`config.mk`:
```
export PLATFORM = sky130hd
export DESIGN_NAME = rotor_stepper
export DESIGN_NICKNAME = d
export VERILOG_FILES = /design/src/rtl/enigma_pkg.sv /design/src/rtl/rotor_counter.sv /design/src/rtl/rotor_stepper.sv
export SDC_FILE = /design/constraint.sdc
export NUM_CORES = 1
export LEC_CHECK = 0
export CAP_MARGIN = 20
export CORE_MARGIN = 4
export CORE_UTILIZATION = 46
export CTS_BUF_LIST = sky130_fd_sc_hd__clkbuf_8
export DETAILED_ROUTE_END_ITERATION = 10
export PLACE_DENSITY_LB_ADDON = 0.1
export SLEW_MARGIN = 25
export SYNTH_ARGS = -nofsm -noshare
export SYNTH_HDL_FRONTEND = slang
export SYNTH_SLANG_ARGS = --single-unit
```
`constraint.sdc`:
```
create_clock -name clk -period 2.5 [get_ports clk]
set_input_delay 0.5 -clock clk [delete_from_list [all_inputs] [get_ports clk]]
set_output_delay 0.5 -clock clk [all_outputs]
set_load 0.005 [all_outputs]
```
`src/rtl/enigma_pkg.sv`:
```
// enigma_pkg: shared letter type, stepper states and rotor notch constants
package enigma_pkg;
  localparam int ALPHA_SIZE = 26;
  typedef logic [4:0] letter_t;
  localparam letter_t ALPHA_LAST = letter_t'(ALPHA_SIZE - 1);
  typedef enum logic [1:0] {IDLE, STEP, OUT} step_state_t;
  localparam letter_t NOTCH_I   = 5'd16;
  localparam letter_t NOTCH_II  = 5'd4;
  localparam letter_t NOTCH_III = 5'd21;
  localparam letter_t NOTCH_IV  = 5'd9;
  localparam letter_t NOTCH_V   = 5'd25;
  // Operator codes above Z wrap back into the alphabet instead of being rejected.
  function automatic letter_t fold(letter_t v);
    return (v > ALPHA_LAST) ? v - letter_t'(ALPHA_SIZE) : v;
  endfunction
endpackage

```
`src/rtl/rotor_counter.sv`:
```
// rotor_counter: mod-26 rotor position register with load, step and notch detect
module rotor_counter
  import enigma_pkg::*;
#(
  parameter letter_t NOTCH = 5'd0
) (
  input  logic    clk,
  input  logic    rst_n,
  input  logic    load,
  input  letter_t load_val,
  input  logic    step_en,
  output letter_t pos,
  output logic    at_notch
);
  always_ff @(posedge clk or negedge rst_n)
    if (!rst_n) pos <= '0;
    else if (load) pos <= fold(load_val);
    else if (step_en) pos <= (pos == ALPHA_LAST) ? '0 : pos + 5'd1;
  assign at_notch = (pos == NOTCH);
endmodule

```
`src/rtl/rotor_stepper.sv`:
```
// rotor_stepper: per-keystroke Enigma rotor stepping with double step and output handshake
module rotor_stepper
  import enigma_pkg::*;
#(
  parameter letter_t NOTCH1 = NOTCH_III,
  parameter letter_t NOTCH2 = NOTCH_II,
  parameter letter_t NOTCH3 = NOTCH_I
) (
  input  logic       clk,
  input  logic       rst_n,
  input  logic       cfg_load,
  input  logic [4:0] cfg_pos1,
  input  logic [4:0] cfg_pos2,
  input  logic [4:0] cfg_pos3,
  input  logic       key_valid,
  output logic       key_ready,
  input  logic [4:0] key_char,
  output logic       char_valid,
  input  logic       char_ready,
  output logic [4:0] char_out,
  output logic [4:0] pos1,
  output logic [4:0] pos2,
  output logic [4:0] pos3
);
  step_state_t state;
  logic legal, load, stp, n1, n2;
  assign key_ready = (state == IDLE) && !cfg_load;
  assign load = (state == IDLE) && cfg_load;
  assign legal = (char_out <= ALPHA_LAST);
  assign stp = (state == STEP) && legal;
  rotor_counter #(.NOTCH(NOTCH1)) u_r1 (
    .clk(clk), .rst_n(rst_n), .load(load), .load_val(cfg_pos1),
    .step_en(stp), .pos(pos1), .at_notch(n1)
  );
  // Middle rotor also steps when it sits on its own notch: the double step.
  rotor_counter #(.NOTCH(NOTCH2)) u_r2 (
    .clk(clk), .rst_n(rst_n), .load(load), .load_val(cfg_pos2),
    .step_en(stp && (n1 || n2)), .pos(pos2), .at_notch(n2)
  );
  rotor_counter #(.NOTCH(NOTCH3)) u_r3 (
    .clk(clk), .rst_n(rst_n), .load(load), .load_val(cfg_pos3),
    .step_en(stp && n2), .pos(pos3), .at_notch()
  );
  always_ff @(posedge clk or negedge rst_n)
    if (!rst_n) begin
      state <= IDLE;
      char_out <= '0;
      char_valid <= 1'b0;
    end else begin
      case (state)
        IDLE: if (key_valid && key_ready) begin
          char_out <= key_char;
          state <= STEP;
        end
        STEP: begin
          state <= legal ? OUT : IDLE;
          char_valid <= legal;
        end
        OUT: if (char_ready) begin
          state <= IDLE;
          char_valid <= 1'b0;
        end
        default: state <= IDLE;
      endcase
    end
endmodule

```
==> results of run 1 <==
## flip-flops by register name, summed over array words and instances, names as in the netlist
name	cells
char_out	5
u_r3.pos	5
char_valid	1
u_r1.pos	5
u_r2.pos	5
state	2
## final timing paths
path / startpoint / end / slack, ns / cells after the start
min: char_out[0] / char_out[0] / 0.52 / 1
min reg2reg: char_out[0] / char_out[0] / 0.52 / 1
max in group asynchronous: rst_n / u_r2.pos[1] / 1.67 / 2
max: cfg_load / key_ready / 0.33 / 3
min in group asynchronous: rst_n / u_r3.pos[1] / 0.59 / 2
max reg2reg: u_r2.pos[0] / u_r2.pos[0] / 0.59 / 6
## per-stage QoR
| step | util (%) | total power, W | instance area [µm²] |
|---|---|---|---|
| CTS | 65.2 | 0.00191 | 2240 |
| global placement | 63.8 | 0.00163 | 2200 |
| global route | 65.2 | 0.00204 | 2240 |
| finish | 65.2 | 0.00188 | 2240 |
| floorplan | - | 0.00118 | 1680 |
| detailed placement | 63.8 | 0.00167 | 2200 |
## worst max-delay path, stage by stage
cell             delay (ns)
clkdlybuf4s50_1        0.45
nor3_1                 0.19
clkdlybuf4s50_1        0.54
## power breakdown
| part | total, W | leakage, nW | internal (W) | switching (W) |
|---|---|---|---|---|
| Clock | 0.000227 | 0.0255 | 0.000111 | 0.000116 |
| Sequential | 0.000726 | 0.280 | 0.000523 | 0.000203 |
| Combinational | 0.000926 | 0.662 | 0.000559 | 0.000368 |
## cell type report
class	count	share of cell area (%)
Clock buffer	3	1.84
Clock inverter	1	0.223
Inverter	16	2.68
Multi-Input combinational cell	132	45.2
Sequential cell	23	25.7
Tap cell	46	2.57
Timing Repair Buffer	50	21.9
## synth_stat cells (all sizes together), types with 2 or more instances
cell type,instances
dfrtp,23
inv,16
ha,13
nand3,10
o21ai,10
a21oi,7
mux2,7
nand2,7
nor3,7
o211ai,6
a31oi,5
nor2,5
buf,4
nand2b,3
nand4b,3
o22ai,3
o2bb2ai,3
or3b,3
a21bo,2
a221o,2
a2bb2oi,2
and2,2
and4b,2
mux2i,2
nand3b,2
nand4,2
nor4,2
o211a,2
xnor2,2
## logic make-up (layout without fill, tap and decap cells)
kind of cell | count (synthesis) | in the layout | synth area share (%)
xor+xnor | 2 | 2 | 1.04
compound gates | 54 | 54 | 23.8
flops | 23 | 23 | 34.3
fa+ha+maj | 13 | 13 | 9.69
mux | 9 | 9 | 5.89
simple gates | 54 | 54 | 20.0
buf+inv | 21 | 70 | 5.36
## routing by layer
layer  share of wire, %  routed length (µm)
met1                 43                1690
met2                 52                2080
met3                4.0                 158
met4               0.96                  38
met5                  0                   0
==> flow_metrics.tcl, run 1 <==
set metrics [dict create \
    fmax_mhz 460 \
    gp_congestion 0.840 \
    slew_viol_final 0 \
    cp.arrival_ns 1.67 \
    clkTransAtPathRegs_ns 0.08 \
    crit_path_max_fanout 3 \
    core_area_um2 3440 \
    tightest_slew_ns 0.490 \
    cp-end-kind "output pin" \
    dpl.hpwl_mm 3.19 \
    crit_path_start_kind "input pin" \
    clock_skew_ns 0.00372 \
    irDropWorstVdd_uv 409 \
    final_cell_mix "clkdlybuf4s50_1 (46), dfrtp_1 (23), inv_1 (16)" \
    n_fill_cell 300 \
    synthCells 176 \
    avgSynthCellArea_um2 9.54 \
    multi_input_area_um2 1010 \
    slew-limit-headroom_pct 67.2 \
    p_per_area_nw_per_um2 838 \
    cts_sinks 23 \
    hold_slack_ns 0.521 \
    numCtsBuffers 3 \
    pre_cts_ws_ns 0.198 \
    grt_max_degree 24 \
    antenna_cells 0 \
    async_flop_share_pct 100 \
    hold_path_class "register to register" \
    cts.path.max_buffers 2 \
    via_count 1545 \
    wirelength_mm 3.97 \
    rsz0062_at_grt "false" \
    synth_top_cell_by_area "dfrtp_1" \
    netlist.area_leader.share_pct 34.3 \
    ant_nets 0 \
    nNetsFinal 264 \
    die_w_um 68.4 \
    dr.pass1.iters 4 \
    grt_pass1_wl_mm 6.54 \
    area_delta_synth_final_pct 33.6 \
    cp.required_ns 2.00 \
    initial_core_util_pct 48.8 \
    synth.cell_area_um2 1680 \
    finalCritPeriodShare_pct 86.9 \
    top_usage_layer "met2" \
    first_iter_violations 57 \
    synth-edff-count 0 \
    grt_use_met2_pct 34.6 \
    met1_usage_pct 20.9 \
    yosysUniqueCellTypes 54 \
    via_per_inst 5.70 \
    cts_hold_buf 0 \
    synth.area.top_cells "dfrtp_1 (34%), ha_1 (9.7%), inv_1 (3.6%)" \
    antenna_found_initial 0 \
    clockRootBuffer "clkbuf_8" \
    grt_pass1_vias 1544 \
    drv_cap 0 \
    routedWlPerCell_um 14.7 \
    num_rows 21 \
    finalSetupTns_ns 0 \
    cts_tree "yes" \
    drc_errors 0 \
    status "completed" \
    synth_nets 214 \
    finalSetupViolCount 0 \
    dpl.cell_count 267 \
    critPathKind "input pin to output pin" \
    layout-drive-gt1-share_pct 8.44 \
    grt_use_met3_pct 3.12 \
    htreeDepth 1 \
    layout_commonest_cell "clkdlybuf4s50_1" \
    synth_seq_area_share_pct 34.3 \
    finalNonFillerCells 271 \
    seq_area_um2 576 \
    grt_usage_pct 18.3 \
    ctsResizeCount 0 \
    postCtsSetupRepairBufs 0 \
    dieArea_um2 4680 \
    p_leak_nw 0.967 \
    port_buffers 46 \
    synthFlopType "dfrtp_1" \
    hold_viol 0 \
    overflow 0 \
    clock_latency_ns 0.26 \
    num_io_pins 47 \
    fin_crit_ns 2.17 \
    synth-seq-cells 23 \
    setup_ws_ns 0.327 \
    die_y_um 68.4 \
    yosysWarnings 0 \
]
(Power assumes the default switching activity.)
==> run 2: changes to the inputs <==
- TNS_END_PERCENT: not set -> 30
==> results of run 2 <==
The final DEF is identical to that of run 1; final timing and power are the same.
